--- src/rtl/reg_file_wb_pkg.sv ---
// Shared constants for the vcpu1 register file and write-back receiver.
// Default geometry: 32 registers of 32 bits, r0 hard-wired to zero.
package reg_file_wb_pkg;

   localparam int unsigned DW       = 32;
   localparam int unsigned REG_AW   = 5;
   localparam int unsigned NREGS    = 2 ** REG_AW;
   localparam int unsigned REG_ZERO = 0;

endpackage

--- src/rtl/reg_file_wb_scoreboard.sv ---
// Pending-write scoreboard: one bit per GPR, set at issue, cleared at commit.
// busy lookups and pend_cnt come from registered state only.
module reg_scoreboard #(
   parameter int unsigned REG_AW = 5
) (
   input  logic              clk,
   input  logic              rst_n,
   input  logic              set_en,
   input  logic [REG_AW-1:0] set_idx,
   input  logic              clr_en,
   input  logic [REG_AW-1:0] clr_idx,
   input  logic [REG_AW-1:0] rd_addr1,
   input  logic [REG_AW-1:0] rd_addr2,
   output logic              busy1,
   output logic              busy2,
   output logic [REG_AW:0]   pend_cnt
);

   localparam int unsigned NREGS = 2 ** REG_AW;

   logic [NREGS-1:0] pending;
   logic [NREGS-1:0] pending_nxt;
   logic [REG_AW:0]  cnt_q;

   // Clear is applied before set so a same-cycle issue keeps the register pending.
   always_comb begin
      pending_nxt = pending;
      if (clr_en) pending_nxt[clr_idx] = 1'b0;
      if (set_en) pending_nxt[set_idx] = 1'b1;
      pending_nxt[0] = 1'b0;
   end

   always_ff @(posedge clk) begin
      if (!rst_n) begin
         pending <= '0;
         cnt_q   <= '0;
      end else begin
         pending <= pending_nxt;
         cnt_q   <= (REG_AW+1)'($countones(pending_nxt));
      end
   end

   assign busy1    = pending[rd_addr1];
   assign busy2    = pending[rd_addr2];
   assign pend_cnt = cnt_q;

endmodule

--- src/rtl/reg_file_wb.sv ---
// vcpu1 write-back receiver, GPR array and two combinational read ports.
// Optional macro REG_FILE_WB_BYPASS_EN enables write-through forwarding to reads and busy.
module reg_file_wb #(
   parameter int unsigned DW     = reg_file_wb_pkg::DW,
   parameter int unsigned REG_AW = reg_file_wb_pkg::REG_AW
) (
   input  logic              clk,
   input  logic              rst_n,
   input  logic              wb_valid,
   input  logic              wb_we,
   input  logic [REG_AW-1:0] wb_waddr,
   input  logic [DW-1:0]     wb_wdata,
   input  logic [REG_AW-1:0] rd_addr1,
   input  logic [REG_AW-1:0] rd_addr2,
   output logic [DW-1:0]     rd_data1,
   output logic [DW-1:0]     rd_data2,
   input  logic              iss_valid,
   input  logic              iss_we,
   input  logic [REG_AW-1:0] iss_dst,
   output logic              busy1,
   output logic              busy2,
   output logic [REG_AW:0]   pend_cnt
);

   import reg_file_wb_pkg::*;

   localparam int unsigned NREGS_L = 2 ** REG_AW;
   localparam logic [REG_AW-1:0] R0 = REG_AW'(REG_ZERO);

   logic [DW-1:0]   gpr [NREGS_L];
   logic            commit;
   logic            issue;
   logic            sb_busy1;
   logic            sb_busy2;
   logic [REG_AW:0] sb_cnt;

   assign commit = wb_valid & wb_we & (wb_waddr != R0);
   assign issue  = iss_valid & iss_we & (iss_dst != R0);

   reg_scoreboard #(
      .REG_AW (REG_AW)
   ) u_sb (
      .clk      (clk),
      .rst_n    (rst_n),
      .set_en   (issue),
      .set_idx  (iss_dst),
      .clr_en   (commit),
      .clr_idx  (wb_waddr),
      .rd_addr1 (rd_addr1),
      .rd_addr2 (rd_addr2),
      .busy1    (sb_busy1),
      .busy2    (sb_busy2),
      .pend_cnt (sb_cnt)
   );

   always_ff @(posedge clk) begin
      if (!rst_n) begin
         gpr <= '{default: '0};
      end else if (commit) begin
         gpr[wb_waddr] <= wb_wdata;
      end
   end

   always_comb begin
      rd_data1 = '0;
      rd_data2 = '0;
      busy1    = 1'b0;
      busy2    = 1'b0;
      pend_cnt = '0;
      if (rst_n) begin
         if (rd_addr1 != R0) rd_data1 = gpr[rd_addr1];
         if (rd_addr2 != R0) rd_data2 = gpr[rd_addr2];
         busy1    = sb_busy1;
         busy2    = sb_busy2;
         pend_cnt = sb_cnt;
`ifdef REG_FILE_WB_BYPASS_EN
         // commit already excludes r0, so a match implies a non-zero read address
         if (commit && (wb_waddr == rd_addr1)) begin
            rd_data1 = wb_wdata;
            if (!(issue && (iss_dst == rd_addr1))) busy1 = 1'b0;
         end
         if (commit && (wb_waddr == rd_addr2)) begin
            rd_data2 = wb_wdata;
            if (!(issue && (iss_dst == rd_addr2))) busy2 = 1'b0;
         end
`endif
      end
   end

endmodule

--- config.mk ---
export PLATFORM = sky130hd
export DESIGN_NAME = reg_file_wb
export DESIGN_NICKNAME = d
export VERILOG_FILES = /design/src/rtl/reg_file_wb_pkg.sv /design/src/rtl/reg_file_wb_scoreboard.sv /design/src/rtl/reg_file_wb.sv
export SDC_FILE = /design/constraint.sdc
export NUM_CORES = 2
export LEC_CHECK = 0
export BUFFER_PORTS_ARGS = -buffer_cell sky130_fd_sc_hd__buf_2
export CORE_MARGIN = 4
export CORE_UTILIZATION = 45
export DETAILED_ROUTE_END_ITERATION = 8
export SLEW_MARGIN = 5
export SYNTH_ARGS = -nofsm -noshare
export SYNTH_HDL_FRONTEND = slang
export SYNTH_HIERARCHICAL = 1
export SYNTH_SLANG_ARGS = --single-unit
--- constraint.sdc ---
create_clock -name clk -period 12.85 [get_ports clk]
set_input_delay 2.57 -clock clk [delete_from_list [all_inputs] [get_ports clk]]
set_output_delay 2.57 -clock clk [all_outputs]
set_load 0.005 [all_outputs]
---- After elaboration in Yosys (flattened, before gate mapping) ----
Index checks and enable logic that the tools add are counted.
storage, ports and cells
  register bits after elaboration ......... 1,062
  latch bits .............................. 0
  bits in writable memories ............... 0
  memory bits (read-only) ................. 0
  bits of input ports ..................... 58
  output and inout bits ................... 72
  logic and storage cells ................. 118
  memories ................................ 0
operators by class
  $add $sub $neg .......................... 30
  $mul .................................... 0
  div/mod/pow operators ................... 0
  $lt $le $gt $ge ......................... 10
  equality and inequality tests ........... 0
  shifts and indexed selects .............. 0
  mux-type cells .......................... 26
  bitwise gates (word level) .............. 10
  reduce and logical (&&, ||, !) cells .... 7
operators by type and width
  kind                                                                                 number
  1024-bit bitwise mux                                                                 1
  32-bit 2-to-1 mux                                                                    11
  32-bit binary-select mux with 5-bit select                                           2
  32-bit demux with 5-bit select                                                       1
  6-bit adder                                                                          14
  32-bit AND                                                                           1
  32-bit inverter                                                                      1
  32-bit bitwise OR                                                                    1
  1-bit by 1-bit adder with 2-bit output                                               15
  5-bit by 6-bit less-than comparator with 1-bit output, second input constant         4
  5-bit nonzero test                                                                   4
  6-bit greater-or-equal comparator, second input constant                             3
  5-bit inverter with 6-bit output                                                     3
  1-bit binary-select mux with 5-bit select                                            2
  1-bit demux with 5-bit select                                                        2
  5-bit by 1-bit greater-or-equal comparator with 1-bit output, second input constant  2
  1-bit by 6-bit adder with 6-bit output                                               1
  6-bit by 1-bit less-than comparator with 1-bit output, second input constant         1
  1-bit 2-to-1 mux                                                                     6
  6-bit 2-to-1 mux                                                                     1
  1-bit AND                                                                            4
  1-bit logical AND                                                                    3

---- Depth between registers and ports, before layout ----
  depth in word-level cells ............... 14
  gate-level depth with buffers ........... 22
  depth with buffers taken out ............ 21

---- By module ----
The synthesis kept the hierarchy.
by module, submodules not included
  module          instances  cells an instance  area each (um^2)  sequential area each (um^2)
  reg_file_wb     1          6,233              53,132.2          19,899.1
  reg_scoreboard  1          300                2,748.9           740.7

---- Least setup slack after synthesis ----
Ideal clock, no wire load.
  kind .................................... input to register
  start point ............................. input port wb_waddr[2]
  end point ............................... register u_sb.cnt_q[4], in the netlist u_sb/pend_cnt[4]
  setup time .............................. 0.119 ns
  arrival time ............................ 8.238 ns
  required time ........................... 12.731 ns
  path slack .............................. 4.493 ns
  stages on the path ...................... 22
  path buffers ............................ 1
  cell sequence ........................... or2_1 -> buf_2 -> nor2_1 -> a21oi_1 -> or3b_1 -> o21ai_0 -> o21ai_0 -> fa_1 -> inv_1 -> fa_1 -> fa_1 -> inv_1 -> fa_1 -> fa_1 -> fa_1 -> inv_1 -> fa_1 -> fa_1 -> nor2b_1 -> o21ai_0 -> a21boi_0 -> nor3_1
RTL lines
  element                                                           RTL line                      text
  start: declaration                                                reg_file_wb.sv:11             input logic [REG_AW-1:0] wb_waddr,
  5-bit nonzero test (*)                                            reg_file_wb.sv:37             assign commit = wb_valid & wb_we & (wb_waddr != R0);
  1-bit AND (*)                                                     reg_file_wb.sv:37
  named net commit                                                  reg_file_wb.sv:31             logic commit;
  32-bit 2-to-1 mux (*)                                             reg_file_wb_scoreboard.sv:28  if (clr_en) pending_nxt[clr_idx] = 1'b0;
  32-bit bitwise OR (no line)                                       --
  32-bit 2-to-1 mux (*)                                             reg_file_wb_scoreboard.sv:29  if (set_en) pending_nxt[set_idx] = 1'b1;
  named net u_sb.pending_nxt[12]                                    reg_file_wb_scoreboard.sv:22  logic [NREGS-1:0] pending_nxt;
  1-bit by 1-bit adder with 2-bit output (not written as such) (*)  reg_file_wb_scoreboard.sv:39  cnt_q <= (REG_AW+1)'($countones(pending_nxt));
  6-bit adder (not written as such) (*) (4 in a row)                reg_file_wb_scoreboard.sv:39
  end signal: assignment                                            reg_file_wb_scoreboard.sv:39
  end: declaration                                                  reg_file_wb_scoreboard.sv:23  logic [REG_AW:0] cnt_q;
Mark *: on every way through the listed nets, which the timed path passes. The rest lies on a longest branch.
A chain may end at the register's enable or synchronous reset.

---- Worst setup path after layout ----
  start point ............................. input port rd_addr1[2]
  end point ............................... output port rd_data1[27]
on the way
  word-level cells in the longest chain between the ends .. 6
ends and longest elaborated chain
  element                                                 RTL line           text
  start: declaration                                      reg_file_wb.sv:13  input logic [REG_AW-1:0] rd_addr1,
  5-bit inverter with 6-bit output (not written as such)  reg_file_wb.sv:71  if (rd_addr1 != R0) rd_data1 = gpr[rd_addr1];
  32-bit binary-select mux with 5-bit select              reg_file_wb.sv:71
  32-bit 2-to-1 mux (not written as such) (2 in a row)    reg_file_wb.sv:71
  32-bit 2-to-1 mux (*)                                   reg_file_wb.sv:71
  32-bit 2-to-1 mux (*)                                   reg_file_wb.sv:70  if (rst_n) begin
  end: declaration                                        reg_file_wb.sv:15  output logic [DW-1:0] rd_data1,
Mark *: on every way between the ends. The rest lies on a longest branch, timed or not. The select of a mux whose other input is x is not followed.

==> flow_summary.toml <==
[cts]
numClockSinks = 1031
cts_hold_buf = 0
post_cts_buffers = 0
cts_resized = 0
root_buffer = "clkbuf_16"
worstSkewPairLatency_ns = 0.72
path_clk_slew_ns = 0.06
h-tree-depth = 3
cts_buffers = 112
cts_buffer_depth = 3
cts_tree = "yes"

[timing]
fin_setup_tns_ns = 0
final.period_utilization = 0.688
hold_viol = 0
setup_violations = 0
rsz0062_at_grt = "false"
slew_violations = 0
period_needed_ns = 8.85
worstMarginPinSlew_ns = 1.37
slew_headroom = 0.0849
skew_ns = 0.00713
worst_slack_ns = 4.00
fmax_mhz = 113
whs_ns = 0.461

[worst_setup_path]
crit_family = "simple AND/OR/NAND/NOR gates"
critical_path_class = "in2out"
cp_cell_sequence = "buf_2, nand3b_1, buf_4, o22ai_1, o21ai_0, nand4_1, buf_2"
worst_path_most_repeated_cell = "buf_2"
crit_cells = 7
worstRegToRegCells = 16
startpoint_type = "input port"
arrival_ns = 6.28
end_kind = "output pin"
cp_data_required_time_ns = 10.28
critPathSlowestCell = "nand3b_1"
cp_num_buf_inv = 3
max_stage_delay_ns = 0.95
worstPathMaxFanout = 28

[drt]
dr.pass1.iters = 7
avgRoutedWirePerCell_um = 28.7
drcViolationCount = 0
drt_iter0_drc = 6585
avgViaCountPerCell = 6.36
via_count = 50700
routed_wl_um = 228000
ant_nets = 0

[floorplanning]
num_io_pins = 130
start_util = 0.453
rows = 129
die_y_um = 360
die_w_um = 360
die_area_sq_mm = 0.130
coreArea_sq_mm = 0.123

[layout]
final_core_util = 0.493
fin_cells = 7972
fin_area_sq_mm = 0.0609
areaGrowthSynthToFinish_pct = 8.91
layout.area.seq_sq_mm = 0.0206
n_fill_cell = 11700
multiInputGateArea_sq_mm = 0.0326
drive_above_1_share = 0.113
nets = 6327

[synthesis]
syn-cell-area_sq_mm = 0.0559
seq_area_frac_synth = 0.369
syn_nets = 6621
synth_flop_cell = "dfxtp_1"
async_flop_share = 0
ys_ff_latch = 1031
synth-edff-count = 0
synth_warnings = 6
synthCells = 6533
syn-mean-instance-area_sq_um = 8.55
synth_cell_type_count = 57

[pwr]
clkPwrFrac = 0.466
switching_share = 0.252
power.density_mw_per_mm2 = 117
total_power_mw = 7.13
power_switching_mw = 1.79
sequentialPowerShare = 0.452
power.leakage_nw = 20.7
p_int_mw = 5.33
combPwrFrac = 0.082
ir_worst_vdd_v = 0.000116

[place]
gp_congestion = 0.911
pre_cts_ws_ns = 3.46
hpwl_um = 131000
placed_area_sq_mm = 0.0571
io_buffers = 129
dp_cells = 7762

[status]
status = "complete, no violations"

[run]
max_cap_violations = 0

[global_routing]
grt_overflow = 0
antenna_found_initial = 19
grt_max_degree = 156
grt_pass1_wl_um = 326000
grt.total_usage = 0.335
grt_pass1_vias = 47100

[hold_path]
hold_class = "reg2reg"
holdPathStages = 1
==> layout make-up <==
cell class,count,area share
diodes,9,0.000370
clock buffers,177,0.0559
clock inverters,24,0.00510
inverters,31,0.00191
multi-input cells,4808,0.536
flip-flops and latches,1031,0.339
well taps,1637,0.0337
repair buffers,255,0.0278
==> cells in the mapped netlist (9+ instances only) <==
master	n	area (sq um)
o21a_1	20	150
nand3b_1	17	128
a21oi_1	11	55.1
a22oi_1	190	1430
buf_1	9	33.8
and2_1	29	181
nand2b_1	10	62.6
a21boi_0	555	4170
mux2i_1	583	5840
nor2b_1	18	113
nand4_1	65	407
nand2_1	2114	7940
mux4_2	201	4530
nor2_1	30	113
nand3_1	50	250
inv_1	31	116
buf_4	20	150
dfxtp_1	1031	20600
or3b_1	10	87.6
a21boi_1	438	3290
nor3_2	23	230
clkbuf_1	367	1380
and3_1	9	56.3
o21ai_0	101	505
o22ai_1	188	1180
buf_2	265	1330
fa_1	23	460
a221oi_1	62	543
==> path summary, 6_finish.rpt <==
path,startpoint,endpoint,slack [ns]
max,rd_addr1[2],rd_data1[27],4.00
min,gpr[1023]$_SDFFE_PN0P_,gpr[1023]$_SDFFE_PN0P_,0.46
max reg2reg,u_sb/pending[24]$_SDFF_PN0_,u_sb/pend_cnt[4]$_SDFF_PN0_,7.46
min reg2reg,gpr[1023]$_SDFFE_PN0P_,gpr[1023]$_SDFFE_PN0P_,0.46
==> kinds of logic (layout without fill, tap and decap cells) <==
logic type	count (synthesis)	after routing	share of synthesized area
multiplexers	789	789	0.186
buffers and inverters	694	487	0.0542
AO/OA/AOI/OAI	1588	1588	0.205
other	0	9	0
adder cells (fa/ha/maj)	30	30	0.00981
AND/OR/NAND/NOR	2401	2401	0.175
flip-flops	1031	1031	0.369
==> state kept, by name (all words and copies together), names as in the netlist <==
signal / flops
gpr: 994
u_sb/pending: 31
u_sb/pend_cnt: 6
==> worst reg2reg max path: cells and delay by family (launching register included) <==
family,cells,cell delay (ns)
AO/OA/AOI/OAI,4,0.56
adder cells (fa/ha/maj),8,3.99
buffers and inverters,2,0.11
flip-flops,1,0.35
AND/OR/NAND/NOR,2,0.22
==> power groups by stage <==
| stage | Sequential (mW) | Combinational [mW] | Clock (mW) |
|---|---|---|---|
| final | 3.22 | 0.587 | 3.32 |
| after floorplan | 3.29 | 0.367 | 0 |
| after global routing | 3.22 | 0.598 | 3.47 |
| after CTS | 3.22 | 0.568 | 3.34 |
| after detailed placement | 3.29 | 0.567 | 0 |
| after global placement | 3.29 | 0.565 | 0 |
==> cells in the final DEF (no fill, tap or decap), types with 7 or more instances in the layout <==
master     Yosys  routed
nand2b_1      10       8
o22ai_1      188     188
nand3_1       50      19
a21boi_0     555     555
a21oi_1       11      11
mux4_2       201     201
bufinv_16      0       7
a221oi_1      62      62
mux2i_1      583     583
clkbuf_8       0      25
nand3b_1      17      17
inv_1         31      31
clkinv_2       0      13
o21a_1        20      20
diode_2        0       9
fa_1          23      23
clkbuf_16      0     117
clkbuf_1     367      35
ha_1           7       7
and3_2         0       8
nor2_1        30      28
a21boi_1     438     438
and2_1        29      25
nand4_1       65      65
nor2b_1       18      13
buf_2        265     124
o21ai_0      101     101
buf_4         20     122
a22oi_1      190     190
or3b_2         4       7
dfxtp_1     1031    1031
nand3_2        0      31
or3b_1        10       7
nand2_1     2114    2114
nor3_4         1      24
==> per-layer routing <==
layer	up-vias	wire length, um	track usage
met3	736	27100	0.0854
met4	14	13700	0.170
li1	22200	-	-
met2	3060	98500	0.509
met1	24700	89000	0.444
met5	-	106	0
No activity file was read; power rests on OpenSTA's default activity.
